$ cat src/rtl/hilo_muldiv_sequencer.sv
// hilo_muldiv_sequencer: multi-cycle MULT/DIV unit that owns the Hi/Lo registers.
// One add/subtract per cycle serves both shift-add multiply and restoring divide.
// Ports: Clk, Reset (async, active-low), Start/Op/A/B (op from EX),
//   HiLoRead (mfhi/mflo in ID), HiWrite/LoWrite/WData (mthi/mtlo),
//   Hi_reg/Lo_reg (architectural Hi/Lo), Busy, Stall, Done (1-cycle pulse),
//   DivByZero (last completed op was a divide by zero).
// Optional: define MULDIV_ACC_EN to enable MADD (Op 100) and MSUB (Op 101).
module hilo_muldiv_sequencer #(
    parameter int               WIDTH  = 32,
    parameter logic [WIDTH-1:0] DBZ_LO = {WIDTH{1'b1}}
) (
    input  logic             Clk,
    input  logic             Reset,
    input  logic             Start,
    input  logic [2:0]       Op,
    input  logic [WIDTH-1:0] A,
    input  logic [WIDTH-1:0] B,
    input  logic             HiLoRead,
    input  logic             HiWrite,
    input  logic             LoWrite,
    input  logic [WIDTH-1:0] WData,
    output logic [WIDTH-1:0] Hi_reg,
    output logic [WIDTH-1:0] Lo_reg,
    output logic             Busy,
    output logic             Stall,
    output logic             Done,
    output logic             DivByZero
);

    localparam int CNT_W = $clog2(WIDTH) + 1;
    localparam logic [CNT_W-1:0] LAST = CNT_W'(WIDTH - 1);

    typedef enum logic [1:0] {
        S_IDLE,
        S_MUL,
        S_DIV,
        S_FIX
    } state_t;

    state_t r_state;
    state_t w_next;

    logic [WIDTH-1:0] r_hi_reg;
    logic [WIDTH-1:0] r_lo_reg;
    logic [WIDTH-1:0] r_acc_hi;
    logic [WIDTH-1:0] r_acc_lo;
    logic [WIDTH-1:0] r_opnd;
    logic [CNT_W-1:0] r_cnt;
    logic             r_is_div;
    logic             r_is_dbz;
    logic             r_neg_q;
    logic             r_neg_r;
    logic             r_done;
    logic             r_dbz_flag;

    logic             w_valid;
    logic             w_signed;
    logic             w_div;
    logic             w_dbz;
    logic             w_accept;
    logic [WIDTH-1:0] w_abs_a;
    logic [WIDTH-1:0] w_abs_b;
    logic             w_mode_mul;
    logic [WIDTH:0]   w_opa;
    logic [WIDTH:0]   w_opb;
    logic [WIDTH:0]   w_sum;
    logic             w_ge;
    logic [2*WIDTH-1:0] w_prod;
    logic [WIDTH-1:0] w_quo;
    logic [WIDTH-1:0] w_rem;

`ifdef MULDIV_ACC_EN
    logic             w_acc;
    logic             w_sub;
    logic             r_is_acc;
    logic             r_is_sub;
    logic [2*WIDTH-1:0] w_acc_res;
`endif

    // Op decode
    always_comb begin
        w_valid  = 1'b0;
        w_signed = 1'b0;
        w_div    = 1'b0;
`ifdef MULDIV_ACC_EN
        w_acc    = 1'b0;
        w_sub    = 1'b0;
`endif
        case (Op)
            3'b000: begin
                w_valid  = 1'b1;
                w_signed = 1'b1;
            end
            3'b001: w_valid = 1'b1;
            3'b010: begin
                w_valid  = 1'b1;
                w_signed = 1'b1;
                w_div    = 1'b1;
            end
            3'b011: begin
                w_valid = 1'b1;
                w_div   = 1'b1;
            end
`ifdef MULDIV_ACC_EN
            3'b100: begin
                w_valid  = 1'b1;
                w_signed = 1'b1;
                w_acc    = 1'b1;
            end
            3'b101: begin
                w_valid  = 1'b1;
                w_signed = 1'b1;
                w_acc    = 1'b1;
                w_sub    = 1'b1;
            end
`endif
            default: w_valid = 1'b0;
        endcase
    end

    assign w_accept = (r_state == S_IDLE) & Start & w_valid;
    assign w_dbz    = w_div & (B == '0);
    assign w_abs_a  = (w_signed & A[WIDTH-1]) ? -A : A;
    assign w_abs_b  = (w_signed & B[WIDTH-1]) ? -B : B;

    // Shared adder: multiply adds the multiplicand to the upper half;
    // divide subtracts the divisor from the shifted partial remainder.
    assign w_mode_mul = (r_state == S_MUL);
    assign w_opa = w_mode_mul ? {1'b0, r_acc_hi}
                              : {r_acc_hi, r_acc_lo[WIDTH-1]};
    assign w_opb = w_mode_mul ? {1'b0, r_opnd} : ~{1'b0, r_opnd};
    assign w_sum = w_opa + w_opb + {{WIDTH{1'b0}}, ~w_mode_mul};
    // Partial remainder < divisor, so bit WIDTH of the difference is the borrow.
    assign w_ge  = ~w_sum[WIDTH];

    assign w_prod = r_neg_q ? -{r_acc_hi, r_acc_lo} : {r_acc_hi, r_acc_lo};
    assign w_quo  = r_neg_q ? -r_acc_lo : r_acc_lo;
    assign w_rem  = r_neg_r ? -r_acc_hi : r_acc_hi;

`ifdef MULDIV_ACC_EN
    assign w_acc_res = r_is_sub ? ({r_hi_reg, r_lo_reg} - w_prod)
                                : ({r_hi_reg, r_lo_reg} + w_prod);
`endif

    always_ff @(posedge Clk or negedge Reset) begin
        if (!Reset) begin
            r_state <= S_IDLE;
        end else begin
            r_state <= w_next;
        end
    end

    always_comb begin
        w_next = r_state;
        case (r_state)
            S_IDLE: begin
                if (w_accept) begin
                    if (w_dbz) begin
                        w_next = S_FIX;
                    end else if (w_div) begin
                        w_next = S_DIV;
                    end else begin
                        w_next = S_MUL;
                    end
                end
            end
            S_MUL, S_DIV: begin
                if (r_cnt == LAST) begin
                    w_next = S_FIX;
                end
            end
            S_FIX:   w_next = S_IDLE;
            default: w_next = S_IDLE;
        endcase
    end

    always_ff @(posedge Clk or negedge Reset) begin
        if (!Reset) begin
            r_hi_reg   <= '0;
            r_lo_reg   <= '0;
            r_acc_hi   <= '0;
            r_acc_lo   <= '0;
            r_opnd     <= '0;
            r_cnt      <= '0;
            r_is_div   <= 1'b0;
            r_is_dbz   <= 1'b0;
            r_neg_q    <= 1'b0;
            r_neg_r    <= 1'b0;
            r_done     <= 1'b0;
            r_dbz_flag <= 1'b0;
`ifdef MULDIV_ACC_EN
            r_is_acc   <= 1'b0;
            r_is_sub   <= 1'b0;
`endif
        end else begin
            r_done <= 1'b0;
            if (r_state == S_IDLE) begin
                if (HiWrite) r_hi_reg <= WData;
                if (LoWrite) r_lo_reg <= WData;
            end
            if (w_accept) begin
                r_cnt      <= '0;
                r_dbz_flag <= 1'b0;
                r_is_div   <= w_div;
                r_is_dbz   <= w_dbz;
                r_neg_q    <= w_signed & (A[WIDTH-1] ^ B[WIDTH-1]);
                r_neg_r    <= w_signed & A[WIDTH-1];
                r_acc_hi   <= '0;
                // Divide-by-zero keeps the raw dividend for Hi.
                r_acc_lo   <= w_div ? (w_dbz ? A : w_abs_a) : w_abs_b;
                r_opnd     <= w_div ? w_abs_b : w_abs_a;
`ifdef MULDIV_ACC_EN
                r_is_acc   <= w_acc;
                r_is_sub   <= w_sub;
`endif
            end
            case (r_state)
                S_MUL: begin
                    r_cnt <= r_cnt + 1'b1;
                    if (r_acc_lo[0]) begin
                        {r_acc_hi, r_acc_lo} <= {w_sum, r_acc_lo[WIDTH-1:1]};
                    end else begin
                        {r_acc_hi, r_acc_lo} <= {1'b0, r_acc_hi,
                                                 r_acc_lo[WIDTH-1:1]};
                    end
                end
                S_DIV: begin
                    r_cnt    <= r_cnt + 1'b1;
                    r_acc_hi <= w_ge ? w_sum[WIDTH-1:0]
                                     : {r_acc_hi[WIDTH-2:0], r_acc_lo[WIDTH-1]};
                    r_acc_lo <= {r_acc_lo[WIDTH-2:0], w_ge};
                end
                S_FIX: begin
                    r_done <= 1'b1;
                    if (r_is_dbz) begin
                        r_hi_reg   <= r_acc_lo;
                        r_lo_reg   <= DBZ_LO;
                        r_dbz_flag <= 1'b1;
                    end else if (r_is_div) begin
                        r_hi_reg <= w_rem;
                        r_lo_reg <= w_quo;
`ifdef MULDIV_ACC_EN
                    end else if (r_is_acc) begin
                        {r_hi_reg, r_lo_reg} <= w_acc_res;
`endif
                    end else begin
                        {r_hi_reg, r_lo_reg} <= w_prod;
                    end
                end
                default: ;
            endcase
        end
    end

    assign Hi_reg    = r_hi_reg;
    assign Lo_reg    = r_lo_reg;
    assign Busy      = (r_state != S_IDLE);
    assign Stall     = Busy & (HiLoRead | Start | HiWrite | LoWrite);
    assign Done      = r_done;
    assign DivByZero = r_dbz_flag;

endmodule

$ cat config.mk
export PLATFORM = sky130hd
export DESIGN_NAME = hilo_muldiv_sequencer
export DESIGN_NICKNAME = d
export VERILOG_FILES = /design/src/rtl/hilo_muldiv_sequencer.sv
export SDC_FILE = /design/constraint.sdc
export NUM_CORES = 1
export LEC_CHECK = 0
export CAP_MARGIN = 20
export CORE_UTILIZATION = 35
export CTS_BUF_LIST = sky130_fd_sc_hd__clkbuf_4 sky130_fd_sc_hd__clkbuf_8
export DETAILED_ROUTE_END_ITERATION = 16
export REMOVE_ABC_BUFFERS = 1
export SLEW_MARGIN = 10
export SYNTH_ARGS = -nofsm -noshare
export SYNTH_HDL_FRONTEND = slang
export SYNTH_SLANG_ARGS = --single-unit
export TNS_END_PERCENT = 1
$ cat constraint.sdc
create_clock -name Clk -period 8.4 [get_ports Clk]
set_clock_uncertainty 0.05 [all_clocks]
set_input_delay 0.84 -clock Clk [delete_from_list [all_inputs] [get_ports Clk]]
set_output_delay 0.84 -clock Clk [all_outputs]
set_load 0.01 [all_outputs]
# Yosys cells after proc, flatten, opt, wreduce, memory -nomap -nowiden
# Cells that the tools add are included.
[totals] reg_bits=174 latch_bits=0 ram_bits=0 romBits=0 inputBits=105 mem_count=0
[op_classes] n_addsub=8 n_mul=0 n_div=0 magnitude_cmp=0 eq_ne=9 shift=0 muxes=41 n_bitwise=14 reduce_logical=16
[op_table] cell="$mux 32" n=22
[op_table] cell="$neg 32->32" n=4
[op_table] cell="$pmux 32 s2" n=2
[op_table] cell="$mux 33" n=2
[op_table] cell="$mux 64" n=1
[op_table] cell="$neg 64->64" n=1
[op_table] cell="$add 33x1->33" n=1
[op_table] cell="$add 33x33->33" n=1
[op_table] cell="$not 32->33" n=1
[op_table] cell="$logic_not 32->1" n=1
[op_table] cell="$mux 6" n=2
[op_table] cell="$reduce_bool 2->1" n=5
[op_table] cell="$mux 2" n=4
[op_table] cell="$and 1x1->1" n=7
[op_table] cell="$mux 1" n=7
[op_table] cell="$add 6x1->6 const B" n=1
[op_table] cell="$eq 3x2->1 const B" n=2
[op_table] cell="$eq 6x5->1 const B" n=1
[op_table] cell="$pmux 2 s3" n=1
[op_table] cell="$reduce_and 2->1" n=3
[op_table] cell="$reduce_or 2->1" n=3
[op_table] cell="$eq 2x2->1 const B" n=2
[op_table] cell="$reduce_or 4->1" n=1
[op_table] cell="$eq 3x1->1 const B" n=1
[op_table] cell="other kinds (9)" n=12

# Longest topological paths before layout
# Gate-level depths: netlist of the first run.
[depth] word_depth=9 mapped_depth=18

# Worst setup path before layout of the first run
# Ideal clock, no wire load.
[synth_timing] path_type="register -> register" start="reg r_state[1]" end="reg r_acc_hi[11]" setup_time_ns=0.142 t_arrival_ns=4.471 required_time_ns=8.208 path_slack_ns=3.736 stages_incl_launch_ff=17 cell_sequence="dfrtp_1 -> inv_1 -> ha_1 -> clkbuf_1 -> clkbuf_1 -> clkbuf_1 -> mux2_2 -> ha_1 -> a21oi_1 -> o21a_1 -> o221ai_1 -> a2111o_1 -> o21a_1 -> o311ai_2 -> buf_2 -> mux2i_1 -> o221ai_1"
[synth_between] elab_chain_cells=6
[synth_rtl] item="start, declared" line_no="40" text="state_t r_state;"
[synth_rtl] item="start signal, assigned" line_no="149" text="r_state <= w_next;"
[synth_rtl] item="$eq 2x1->1" line_no="128, 217"
[synth_rtl] item="$mux 33 (on tied branches)" line_no="129, 131"
[synth_rtl] item="$add 33x33->33" line_no="132" text="assign w_sum = w_opa + w_opb + {{WIDTH{1'b0}}, ~w_mode_mul};"
[synth_rtl] item="$add 33x1->33" line_no="132"
[synth_rtl] item="$mux 32 (on tied branches)" line_no="229, 220"
[synth_rtl] item="$pmux 32 s2" line_no="217" text="case (r_state)"
[synth_rtl] item="end signal, assigned" line_no="221" text="{r_acc_hi, r_acc_lo} <= {w_sum, r_acc_lo[WIDTH-1:1]};"
[synth_rtl] item="end signal, assigned" line_no="223" text="{r_acc_hi, r_acc_lo} <= {1'b0, r_acc_hi,"
[synth_rtl] item="end signal, assigned" line_no="229" text="r_acc_hi <= w_ge ? w_sum[WIDTH-1:0]"
[synth_rtl] item="end, declared" line_no="45" text="logic [WIDTH-1:0] r_acc_hi;"
# Several ways; a longest one is shown, not always the timed one.
# A chain may end at the register's enable or synchronous reset.

# Final worst setup path of the first run
[layout_timing] start="reg r_state[1]" end="reg r_acc_hi[22]"
# The elaborated chain is that of the path after synthesis.

==> summary.md, run 1 <==
| Metric | Value |
|---|---|
| Post-route antenna net violation count | `0` |
| Largest family of logic cells by synthesized area | `compound AO/OA/AOI/OAI gates` |
| Maximum level of the CTS H-tree | `4` |
| Average wire per standard cell | `22.89 um` |
| Signal arrival time at the worst endpoint | `5.42 ns` |
| Flop and latch count out of synthesis | `around 170` |
| Critical path capture point | `r_acc_hi[22]$_DFFE_PN0P_` |
| Number of gates resized after CTS | `0` |
| Clk slew on worst S/H paths | `roughly 0.11 ns` |
| Number of synthesis warnings | `0` |
| Maximum capacitance violations | `0` |
| Clock latency on the worst-skew pair | `between 0.5 and 0.6 ns` |
| Share of final-layout standard cells stronger than drive strength 1 | `about 6.5%` |
| Flop-to-flop setup slack | `~3.3 ns` |
| Outcome | `finished, final reports clean` |
| Worst-margin pin slew | `between 1 and 1.5 ns` |
| Worst setup path category | `reg -> reg` |
| Leakage power | `roughly 6.7 nW` |
| End-of-flow core utilization | `between 40% and 50%` |
| Peak ir drop on the vdd network | `around 210 uV` |
| TritonCTS clock tree | `yes` |
| Number of setup violations in the final report | `0` |
| Final number of hold-violating endpoints | `0` |
| Count of port buffers added during placement | `between 150 and 200` |
| Drt total wl | `between 50 and 60 mm` |
| Diodes inserted | `0` |
| Vias in the first global route | `14.54k` |
| Achievable frequency | `197.4 MHz` |
| TNS Setup | `0 ns` |
| Placement Setup Slack | `around 3.4 ns` |
| Count of different cell masters after synthesis | `75` |
| Most frequent cells in the layout | `sky130_fd_sc_hd__nand2_1 (226), sky130_fd_sc_hd__o21ai_0 (192), sky130_fd_sc_hd__dfrtp_1 (174), sky130_fd_sc_hd__clkdlybuf4s50_1 (171), sky130_fd_sc_hd__xnor2_1 (143)` |
| NumNets Final | `about 2.1k` |
| Category of the worst setup path launch point | `register` |
| DIE HEIGHT | `210.3 um` |
| Total GRT Usage | `25.91%` |
| Worst Reg-to-Reg Cells | `15` |
| Die ar. | `roughly 44,000 sq um` |
| Post-route total power | `~8.4 mW` |
| Number of sinks handled by clock tree synthesis | `between 150 and 200` |
| Final-report max-slew violation count | `0` |
| Die extent in x | `between 200 and 250 um` |
| Post-Synth Adder-Cell Area | `between 3 and 4%` |
| End of the worst register-to-register path | `r_acc_hi[22]$_DFFE_PN0P_` |
| Type of the worst min-delay path | `in -> async` |
| Share of synthesized area spent on multiplexers | `approximately 5.7%` |
| Source of the critical timing path | `r_state[1]$_DFFE_PN0P_` |
| Count of TritonRoute iterations in the first routing pass | `6` |
| Final Wtd Congestion | `just under 1` |
| Pin count of the biggest net entering global routing | `just over 80` |
| Final Worst Setup Slack | `3.333 ns` |
| Synth Instances | `1,911` |
| Post-synthesis cell area | `~15,000 sq um` |
| Worst relative slew slack | `20.49%` |
| DRC violation total after the first TritonRoute iteration | `1,464` |
| CTS buffer count | `17` |
| Postcts setup bufs | `0` |
| HPWL reported at the end of detailed placement | `between 40 and 50 mm` |
| Kind of end point of the critical path | `register` |
| DRC violations left | `0` |
| Most common cell after layout, fill and taps aside | `sky130_fd_sc_hd__nand2_1` |
| Total of hold buffers inserted after clock tree synthesis | `0` |
| Fraction of the mapped netlist area in compound gates | `around a quarter` |
| Layout overhead on the synthesized area | `15.80%` |
| Number of synthesized flops with an enable pin | `0` |
| Total of fill cells in the finished design | `roughly 4.4k` |
| Antenna violations before repair | `0` |
| Post-synthesis simple-gate area fraction | `19.08%` |
| DR vias | `between 15k and 20k` |
| Final worst path period need | `slightly above 5 ns` |
| Xor-xnor portion of the synthesized cell area | `between 10% and 20%` |
| Crit Reg-Reg Startpoint | `r_state[1]$_DFFE_PN0P_` |
| RSZ-0062 raised after global routing | `no` |
| Proportion of synthesized chip area in sequential cells | `between 20% and 30%` |
| Clk buf depth | `2` |
| Synth Flop Type | `sky130_fd_sc_hd__dfrtp_1` |
| CTS root buf | `sky130_fd_sc_hd__clkbuf_8` |
| Global-route wire length before repair | `~88 mm` |
| Critical path peak fanout | `35` |
| Share of flip-flops with an asynchronous set or reset after synthesis | `100.0%` |
| Critical path data required time | `8.75 ns` |
| Power Dens Cells | `around 480 nW/um^2` |
| Hold_ws | `0.2453 ns` |
| Overall overflow remaining after global route | `0` |
| Vias per std cell | `approximately 6` |
| Starting density of the core | `a little over a third` |
| Synthesized area per cell | `roughly 8 sq um` |
| Site row count | `75` |
| Top-level I/O count | `between 150 and 200` |
| Final Cycle Share | `roughly 60%` |
| Core outline area | `approximately 42,000 sq um` |
-- per-stage QoR --
stage / cells / area [sq um]
after floorplan: 1732 / 14500
after global placement: 2504 / 17160
after detailed placement: 2505 / 17180
after CTS: 2537 / 17590
after global routing: 2537 / 17590
final: 2537 / 17590
-- power by group --
part	leakage, nW	internal, mW	switching, mW
Combinational	4.32	2.40	3.48
Clock	0.200	0.278	0.379
Sequential	2.18	1.23	0.615
Total	6.70	3.91	4.47
-- per-layer routing --
layer  global-route usage, %  wire length (um)
met5                       0                 0
met4                   9.137              1776
met3                   3.322              3655
met2                   40.50             25900
met1                   36.57             26760
-- cells by family (layout without fill, tap and decap cells) --
logic type	count (synthesis)	after routing
flops	174	174
compound gates	600	600
xor+xnor	212	212
simple gates	599	599
fa+ha+maj	42	42
buf+inv	201	250
mux	83	83
-- synthesized netlist by cell type (all sizes together), types with 4 or more instances --
cell,count,area (sq um)
or2,13,81.33
mux2,29,326.6
nand2b,16,100.1
a211oi,11,82.58
a21boi,5,37.54
nor3b,30,225.2
inv,21,78.83
nor3,40,216.5
nand3,24,120.1
a21oi,107,535.5
clkbuf,157,589.3
o41ai,10,95.10
nand4,13,81.33
o21ai,196,980.9
o21bai,7,52.55
or4,18,142.6
and3,4,25.02
o221ai,41,359.1
a31oi,19,118.9
xor2,69,604.3
a221o,12,120.1
ha,41,513.0
buf,22,100.1
o31ai,26,195.2
or3,29,181.4
nor2b,9,56.30
and2,5,31.28
nand2,226,848.3
nor4,18,137.6
o211ai,9,67.56
dfrtp,174,4354
a22o,15,131.4
o22ai,28,175.2
mux2i,54,540.5
a21o,9,67.56
xnor2,143,1252
a22oi,37,282.8
o21a,9,67.56
nor2,142,535.5
a221oi,33,289.0
-- critical path, stage by stage, from the launching register on --
cell	delay, ns
sky130_fd_sc_hd__dfrtp_1	0.43
sky130_fd_sc_hd__inv_1	0.12
sky130_fd_sc_hd__ha_2	0.60
sky130_fd_sc_hd__buf_4	0.58
sky130_fd_sc_hd__mux2_2	0.40
sky130_fd_sc_hd__ha_1	0.41
sky130_fd_sc_hd__nand4_1	0.19
sky130_fd_sc_hd__nor4_1	0.43
sky130_fd_sc_hd__a22oi_1	0.11
sky130_fd_sc_hd__a21bo_2	0.23
sky130_fd_sc_hd__o2111ai_1	0.20
sky130_fd_sc_hd__o311ai_4	0.13
sky130_fd_sc_hd__buf_4	0.52
sky130_fd_sc_hd__mux2_2	0.40
sky130_fd_sc_hd__nand2_1	0.06
sky130_fd_sc_hd__a21oi_1	0.06
-- how the worst min path moves through the flow --
| stage | startpoint | end | slack [ns] | cells past startpoint |
|---|---|---|---|---|
| 2_1_floorplan | r_opnd[12]$_DFFE_PN0P_ | r_opnd[12]$_DFFE_PN0P_ | 0.43 | 2 |
| 3_5_place_dp | Lo_reg[0]$_DFFE_PN0P_ | Lo_reg[0]$_DFFE_PN0P_ | 0.42 | 2 |
| 3_3_place_gp | Lo_reg[10]$_DFFE_PN0P_ | Lo_reg[10]$_DFFE_PN0P_ | 0.41 | 2 |
| 4_1_cts | Reset | Hi_reg[28]$_DFFE_PN0P_ | 0.25 | 1 |
| 6_report | Reset | Lo_reg[29]$_DFFE_PN0P_ | 0.25 | 1 |
| 5_1_grt | Reset | Lo_reg[25]$_DFFE_PN0P_ | 0.28 | 1 |
-- layout make-up --
cell class / instances / area, sq um / area share, %
Timing Repair Buffer: 196 / 1916 / 10.89
Sequential cell: 174 / 4354 / 24.75
Tap cell: 577 / 721.9 / 4.104
Inverter: 22 / 82.58 / 0.4695
Multi-Input combinational cell: 1536 / 10110 / 57.45
Clock inverter: 14 / 168.9 / 0.9602
Clock buffer: 18 / 241.5 / 1.373
Power figures use the tool's default switching activity.
==> run 2: changes to the inputs <==
==> constraint.sdc (replaced) <==
create_clock -name Clk -period 5.3 [get_ports Clk]
set_clock_uncertainty 0.05 [all_clocks]
set_input_delay 0.53 -clock Clk [delete_from_list [all_inputs] [get_ports Clk]]
set_output_delay 0.53 -clock Clk [all_outputs]
set_load 0.01 [all_outputs]
==> run 2 against run 1 <==
  * Via count is 0.32% lower
  * Critical path type unchanged
  * Combinational power is 61% higher
  * Critical endpoint is now r_acc_hi[4]$_DFFE_PN0P_
  * First-iteration DRC count is 7.7% higher
  * Clock power is 55% higher
  * Non-clock buffer count is 12 higher
  * Hold slack better by 0.19 ns
  * Largest power group unchanged
  * Sequential cell count stayed put
  * Register-to-register slack worse by 2.7 ns
==> summary.md, run 2 (same netlist as run 1, synthesis figures left out) <==
| Metric | Value |
|---|---|
| Kind of end point of the critical path | `register` |
| Share of final-layout standard cells stronger than drive strength 1 | `6.947% (+0.47 points)` |
| Average wire per standard cell | `22.55 um (-1.5%)` |
| Global-route wire length before repair | `87.43 mm (-1.0%)` |
| Total GRT Usage | `25.71% (-0.20 points)` |
| Starting density of the core | `35.81% (unchanged)` |
| TritonCTS clock tree | `yes` |
| Layout overhead on the synthesized area | `16.59%` |
| Placement Setup Slack | `0.7688 ns (-2.615 ns)` |
| Clk slew on worst S/H paths | `0.12 ns (about the same)` |
| Count of port buffers added during placement | `172 (unchanged)` |
| Cell mode on critical path | `sky130_fd_sc_hd__buf_12` |
| Core outline area | `42,420 sq um (unchanged)` |
| Top-level I/O count | `173 (unchanged)` |
| Startpoint of the worst hold path | `Lo_reg[0]$_DFFE_PN0P_` |
| CTS buffer count | `17 (unchanged)` |
| Storage cell area | `4354 sq um (unchanged)` |
| Maximum capacitance violations | `0 (unchanged)` |
| Final number of hold-violating endpoints | `0 (unchanged)` |
| Pin count of the biggest net entering global routing | `106 (+29%)` |
| CTS root buf | `sky130_fd_sc_hd__clkbuf_8` |
| Final Worst Setup Slack | `0.6482 ns (-2.685 ns)` |
| Worst-margin pin slew | `1.181 ns (-0.007508 ns)` |
| Category of the worst setup path launch point | `register` |
| Critical path data required time | `5.62 ns (-3.13 ns)` |
| Count of TritonRoute iterations in the first routing pass | `6 (unchanged)` |
| Crit Reg-Reg Startpoint | `r_state[1]$_DFFE_PN0P_` |
| Critical path peak fanout | `34 (-2.9%)` |
| Leakage power | `6.769 nW (+1.0%)` |
| Total of fill cells in the finished design | `4,357 (-0.62%)` |
| Number of setup violations in the final report | `0 (unchanged)` |
| Most common cell after layout, fill and taps aside | `sky130_fd_sc_hd__nand2_1` |
| Final Cycle Share | `87.77% (+27 points)` |
| DR vias | `15.14k (-0.32%)` |
| Overall overflow remaining after global route | `0 (unchanged)` |
| Final Wtd Congestion | `0.9633 (-0.95%)` |
| Vias per std cell | `5.936 (-0.82%)` |
| Worst setup path category | `reg -> reg` |
| Most frequent cells in the layout | `sky130_fd_sc_hd__nand2_1 (226), sky130_fd_sc_hd__o21ai_0 (192), sky130_fd_sc_hd__dfrtp_1 (174), sky130_fd_sc_hd__clkdlybuf4s50_1 (171), sky130_fd_sc_hd__xnor2_1 (143)` |
| Clk buf depth | `2 (unchanged)` |
| Stage delay of the slowest cell on the critical path | `0.56 ns (-0.04 ns)` |
| Master of the slowest instance on the critical path | `sky130_fd_sc_hd__o311ai_4` |
| NumNets Final | `2,106 (+0.57%)` |
| Footprint of the multi-input gates | `10,100 sq um (about the same)` |
| End of the worst register-to-register path | `r_acc_hi[4]$_DFFE_PN0P_` |
| Number of sinks handled by clock tree synthesis | `174 (unchanged)` |
| Worst relative slew slack | `20.99% (+0.50 points)` |
| Final-report max-slew violation count | `0 (unchanged)` |
| Drt total wl | `57.51 mm (-0.99%)` |
| Die extent in x | `210.3 um (unchanged)` |
| TNS Setup | `0 ns (unchanged)` |
| Vias in the first global route | `14.29k (-1.7%)` |
| Post-route total power | `13.41 mW (+60%)` |
| Die ar. | `44,240 sq um (unchanged)` |
| Site row count | `75 (unchanged)` |
| Worst Reg-to-Reg Cells | `14 (-1)` |
| Capture endpoint of the worst hold path | `Lo_reg[0]$_DFFE_PN0P_` |
| Peak ir drop on the vdd network | `358.2 uV (+68%)` |
| Kind of cell adding the most delay to the critical path | `compound AO/OA/AOI/OAI gates` |
| RSZ-0062 raised after global routing | `no` |
| Critical Path, Cell by Cell | `inv_1 > ha_2 > buf_12 > mux2_2 > ha_1 > a21oi_1 > o21ai_0 > a22oi_1 > a21bo_2 > o21a_1 > o311ai_4 > buf_12 > mux2i_1 > o221ai_1` |
| Achievable frequency | `215.0 MHz (+8.9%)` |
| Worst hold stages | `2` |
| Outcome | `finished, final reports clean` |
| DRC violation total after the first TritonRoute iteration | `1,576 (+7.7%)` |
| Clock latency on the worst-skew pair | `0.52 ns (about the same)` |
| End-of-flow core utilization | `41.76% (+0.28 points)` |
| Antenna violations before repair | `0 (unchanged)` |
| Final worst path period need | `4.652 ns (-0.4149 ns)` |
| DRC violations left | `0 (unchanged)` |
| DIE HEIGHT | `210.3 um (unchanged)` |
| Maximum level of the CTS H-tree | `4 (unchanged)` |
| Power Dens Cells | `757.0 nW/um^2 (+59%)` |
| Flop-to-flop setup slack | `0.65 ns (-2.69 ns)` |
| Signal arrival time at the worst endpoint | `4.97 ns (-0.45 ns)` |
| Worst path buffer plus inverter count | `3 (unchanged)` |
| Post-route antenna net violation count | `0 (unchanged)` |
| Type of the worst min-delay path | `reg -> reg` |
| HPWL reported at the end of detailed placement | `44.18 mm (-0.63%)` |
## run 2: per-layer routing
metal | global-route usage, % | up-vias | part of all wire (%)
li1 | - | 7068 | -
met1 | 36.27 | 7386 | 46
met2 | 41.56 | 640 | 46
met3 | 3.382 | 43 | 6.6
met4 | 5.940 | 0 | 1.3
met5 | 0 | - | 0
## run 2: worst register-to-register path, stage by stage (launching register included)
cell and delay, ns:
sky130_fd_sc_hd__dfrtp_1 0.43, sky130_fd_sc_hd__inv_1 0.12, sky130_fd_sc_hd__ha_2 0.41, sky130_fd_sc_hd__buf_12 0.26, sky130_fd_sc_hd__mux2_2 0.39, sky130_fd_sc_hd__ha_1 0.37, sky130_fd_sc_hd__a21oi_1 0.35, sky130_fd_sc_hd__o21ai_0 0.19
sky130_fd_sc_hd__a22oi_1 0.20, sky130_fd_sc_hd__a21bo_2 0.27, sky130_fd_sc_hd__o21a_1 0.23, sky130_fd_sc_hd__o311ai_4 0.56, sky130_fd_sc_hd__buf_12 0.27, sky130_fd_sc_hd__mux2i_1 0.24, sky130_fd_sc_hd__o221ai_1 0.16
## run 2: layout make-up
| type | count | area share, % |
|---|---|---|
| Multi-Input combinational cell | 1536 | 57.05 |
| Sequential cell | 174 | 24.59 |
| Timing Repair Buffer | 208 | 11.52 |
| Tap cell | 577 | 4.076 |
| Clock buffer | 17 | 1.321 |
| Clock inverter | 15 | 0.9679 |
| Inverter | 22 | 0.4663 |
| Antenna cell | 1 | 0.01413 |
## run 2: per-stage QoR
step	instance area (sq um)	hold slack (ns)	cells
final	17710	0.4397	2550
after global routing	17710	0.4674	2549
after CTS	17690	0.4434	2548
after detailed placement	17280	0.4216	2515
after global placement	17280	0.4137	2515
after floorplan	14500	0.1844	1732
## run 2: timing repair
item,CTS,global route
endpoints found under the hold margin,1,0
gates resized for setup,0,0
setup buffers,0,0
setup endpoints to repair,0,0
hold buffers,1,0
## run 2: report_power, final
part | internal [mW] | switching [mW] | leakage, nW
registers | 1.94 | 0.987 | 2.18
logic | 3.91 | 5.55 | 4.39
clock network | 0.397 | 0.625 | 0.201
total | 6.25 | 7.16 | 6.77
## run 2: how the worst max path moves through the flow
stage,from,end,depth (start not counted)
2_1_floorplan,r_state[1]$_DFFE_PN0P_,r_acc_hi[0]$_DFFE_PN0P_,12
3_3_place_gp,r_state[1]$_DFFE_PN0P_,r_acc_hi[0]$_DFFE_PN0P_,14
3_5_place_dp,r_state[1]$_DFFE_PN0P_,r_acc_hi[4]$_DFFE_PN0P_,14
4_1_cts,r_state[1]$_DFFE_PN0P_,r_acc_hi[4]$_DFFE_PN0P_,15
5_1_grt,r_state[1]$_DFFE_PN0P_,r_acc_hi[6]$_DFFE_PN0P_,15
6_report,r_state[1]$_DFFE_PN0P_,r_acc_hi[4]$_DFFE_PN0P_,14
==> run 3: changes to the inputs <==
==> constraint.sdc (replaced) <==
create_clock -name Clk -period 4.5 [get_ports Clk]
set_clock_uncertainty 0.05 [all_clocks]
set_input_delay 0.45 -clock Clk [delete_from_list [all_inputs] [get_ports Clk]]
set_output_delay 0.45 -clock Clk [all_outputs]
set_load 0.01 [all_outputs]
==> run 3 against run 2 <==
  * Clock-buffer cell count is 1 higher
  * Combinational power increased by 23%
  * Critical path depth grew 1
  * Global-route usage increased by 0.60 points
  * Worst setup slack worse by 0.46 ns
  * Non-clock buffer count is 35 higher
  * Die area did not move
  * Via count rose by 1.3%
  * Wire length up 2.1%
  * Final area grew 1.6%
  * Critical path type unchanged
  * Largest power group unchanged
==> summary.md, run 3 (same netlist as run 1, synthesis figures left out) <==
| Metric | Value |
|---|---|
| Relative contribution of sequential cells to total power | `20.9% (-1.0 points)` |
| Leakage power | `6.948 nW (+2.6%)` |
| DIE HEIGHT | `210.3 um (unchanged)` |
| Overall overflow remaining after global route | `0 (unchanged)` |
| Share of final-layout standard cells stronger than drive strength 1 | `8.719% (+1.8 points)` |
| Area post-placement | `17,530 sq um (+1.5%)` |
| Pin count of the biggest net entering global routing | `102 (-3.8%)` |
| Total GRT Usage | `26.31% (+0.60 points)` |
| Critical path peak fanout | `27 (-21%)` |
| Startpoint of the worst hold path | `Lo_reg[25]$_DFFE_PN0P_` |
| Clock network fraction of design power | `7.3% (-0.3 points)` |
| Power Internal | `7.547 mW (+21%)` |
| Capture endpoint of the worst hold path | `Lo_reg[25]$_DFFE_PN0P_` |
| DRC violation total after the first TritonRoute iteration | `1,390 (-12%)` |
| Critical path data required time | `4.90 ns (-0.72 ns)` |
| Peak ir drop on the vdd network | `383.4 uV (+7.0%)` |
| Count of TritonRoute iterations in the first routing pass | `6 (unchanged)` |
| RSZ-0062 raised after global routing | `no` |
| Die extent in x | `210.3 um (unchanged)` |
| Die ar. | `44,240 sq um (unchanged)` |
| Power Dens Cells | `896.7 nW/um^2 (+18%)` |
| CTS buffer count | `17 (unchanged)` |
| Starting density of the core | `35.81% (unchanged)` |
| Vias in the first global route | `14.50k (+1.5%)` |
| Signal arrival time at the worst endpoint | `4.71 ns (-0.26 ns)` |
| Post-route antenna net violation count | `0 (unchanged)` |
| Count of port buffers added during placement | `172 (unchanged)` |
| HPWL reported at the end of detailed placement | `45.36 mm (+2.7%)` |
| Category of the worst setup path launch point | `register` |
| Maximum capacitance violations | `0 (unchanged)` |
| Type of the worst min-delay path | `reg -> reg` |
| Achievable frequency | `232.2 MHz (+8.0%)` |
| Clock latency on the worst-skew pair | `0.53 ns (about the same)` |
| Clk slew on worst S/H paths | `0.11 ns (about the same)` |
| Final worst path period need | `4.307 ns (-0.3450 ns)` |
| Flop-to-flop setup slack | `0.19 ns (-0.46 ns)` |
| Final number of hold-violating endpoints | `0 (unchanged)` |
| Most common cell after layout, fill and taps aside | `sky130_fd_sc_hd__nand2_1` |
| Average wire per standard cell | `22.72 um (+0.74%)` |
| Worst setup path category | `reg -> reg` |
| Design Area, Final | `17,990 sq um (+1.6%)` |
| Crit Reg-Reg Startpoint | `r_state[1]$_DFFE_PN0P_` |
| TritonCTS clock tree | `yes` |
| Outcome | `finished, final reports clean` |
| End of the worst register-to-register path | `r_acc_hi[30]$_DFFE_PN0P_` |
| Worst relative slew slack | `27.88% (+6.9 points)` |
| NumNets Final | `2,141 (+1.7%)` |
| Vias per std cell | `5.930 (-0.11%)` |
| Worst hold stages | `2 (unchanged)` |
| Kind of end point of the critical path | `register` |
| DR vias | `15.33k (+1.3%)` |
| Antenna violations before repair | `0 (unchanged)` |
| Number of sinks handled by clock tree synthesis | `174 (unchanged)` |
| Number of setup violations in the final report | `0 (unchanged)` |
| Total of fill cells in the finished design | `4,353 (-0.092%)` |
| Final Wtd Congestion | `0.9761 (+1.3%)` |
| Final Cycle Share | `95.71% (+7.9 points)` |
| Drt total wl | `58.73 mm (+2.1%)` |
| Postcts setup bufs | `0 (unchanged)` |
| Worst-margin pin slew | `1.079 ns (-0.1020 ns)` |
| Site row count | `75 (unchanged)` |
| Final-report max-slew violation count | `0 (unchanged)` |
| Combinational power share | `71.8% (+1.3 points)` |
| Worst Reg-to-Reg Cells | `15 (+1)` |
| Layout overhead on the synthesized area | `18.41%` |
| Core outline area | `42,420 sq um (unchanged)` |
| End-of-flow core utilization | `42.41% (+0.65 points)` |
| DRC violations left | `0 (unchanged)` |
| Switching component of the power | `8.582 mW (+20%)` |
| Global-route wire length before repair | `89.33 mm (+2.2%)` |
| Clk buf depth | `2 (unchanged)` |
| Switching part of the total | `53.21% (-0.18 points)` |
| Most frequent cells in the layout | `sky130_fd_sc_hd__nand2_1 (226), sky130_fd_sc_hd__o21ai_0 (191), sky130_fd_sc_hd__dfrtp_1 (174), sky130_fd_sc_hd__clkdlybuf4s50_1 (171), sky130_fd_sc_hd__xnor2_1 (143)` |
| Top-level I/O count | `173 (unchanged)` |
| Maximum level of the CTS H-tree | `4 (unchanged)` |
| CTS root buf | `sky130_fd_sc_hd__clkbuf_8` |
==> run 3: critical path, cell delays in order, from the launching register on <==
cell,delay [ns]
sky130_fd_sc_hd__dfrtp_1,0.43
sky130_fd_sc_hd__inv_1,0.15
sky130_fd_sc_hd__ha_2,0.30
sky130_fd_sc_hd__buf_12,0.23
sky130_fd_sc_hd__mux2_2,0.36
sky130_fd_sc_hd__ha_1,0.36
sky130_fd_sc_hd__nand2_1,0.11
sky130_fd_sc_hd__o31a_1,0.35
sky130_fd_sc_hd__buf_4,0.16
sky130_fd_sc_hd__a21o_1,0.19
sky130_fd_sc_hd__a41o_1,0.28
sky130_fd_sc_hd__a21o_1,0.18
sky130_fd_sc_hd__o31a_1,0.27
sky130_fd_sc_hd__xnor2_1,0.18
sky130_fd_sc_hd__or3b_2,0.46
sky130_fd_sc_hd__a31oi_1,0.14
==> run 3: final cells by class <==
class | count | area, sq um | area share [%]
flip-flops and latches | 174 | 4354 | 24.21
multi-input cells | 1536 | 10130 | 56.30
inverters | 22 | 82.58 | 0.4591
repair buffers | 243 | 2303 | 12.81
diodes | 1 | 2.502 | 0.01391
well taps | 577 | 721.9 | 4.014
clock buffers | 18 | 247.7 | 1.377
clock inverters | 14 | 147.6 | 0.8208
==> run 3: how the worst max path moves through the flow <==
stage | start | endpoint | slack, ns
after floorplan | r_state[1]$_DFFE_PN0P_ | r_acc_hi[0]$_DFFE_PN0P_ | -2.48
after global placement | r_state[1]$_DFFE_PN0P_ | r_acc_hi[30]$_DFFE_PN0P_ | 0.36
after detailed placement | r_state[1]$_DFFE_PN0P_ | r_acc_hi[30]$_DFFE_PN0P_ | 0.26
after CTS | r_state[1]$_DFFE_PN0P_ | r_acc_hi[30]$_DFFE_PN0P_ | 0.23
after global routing | r_state[1]$_DFFE_PN0P_ | r_acc_hi[30]$_DFFE_PN0P_ | 0.003
final | r_state[1]$_DFFE_PN0P_ | r_acc_hi[30]$_DFFE_PN0P_ | 0.19
==> run 3: power by group through the flow <==
stage	clock network [mW]	logic, mW	registers (mW)
after global routing	1.25	12.6	3.43
after detailed placement	0	11.4	3.36
after floorplan	0	7.41	3.14
after CTS	1.19	11.4	3.33
after global placement	0	11.3	3.35
final	1.18	11.6	3.37
==> run 3: through the flow <==
stage	TNS [ns]	cells	worst slack [ns]	power (mW)	hold slack, ns
final	0	2585	0.1932	16.13	0.4395
after global routing	0	2584	0.003455	17.32	0.4659
after CTS	0	2582	0.2270	15.95	0.4444
after detailed placement	0	2549	0.2632	14.75	0.4175
after global placement	0	2549	0.3644	14.68	0.4154
after floorplan	-77.36	1732	-2.481	10.56	0.1044
==> run 3: timing repair <==
action,4_1_cts,5_1_grt
hold buffers,1,0
gates resized for setup,0,5
endpoints found under the setup margin,0,9
hold endpoints to repair,73,0
==> run 3: per-layer routing <==
layer | share of wire (%) | wire length (um) | up-vias | GRT usage, %
li1 | - | - | 7134 | -
met1 | 46 | 26890 | 7457 | 37.35
met2 | 45 | 26680 | 663 | 41.64
met3 | 6.7 | 3934 | 74 | 3.442
met4 | 2.1 | 1229 | 0 | 7.450
met5 | 0 | 0 | - | 0
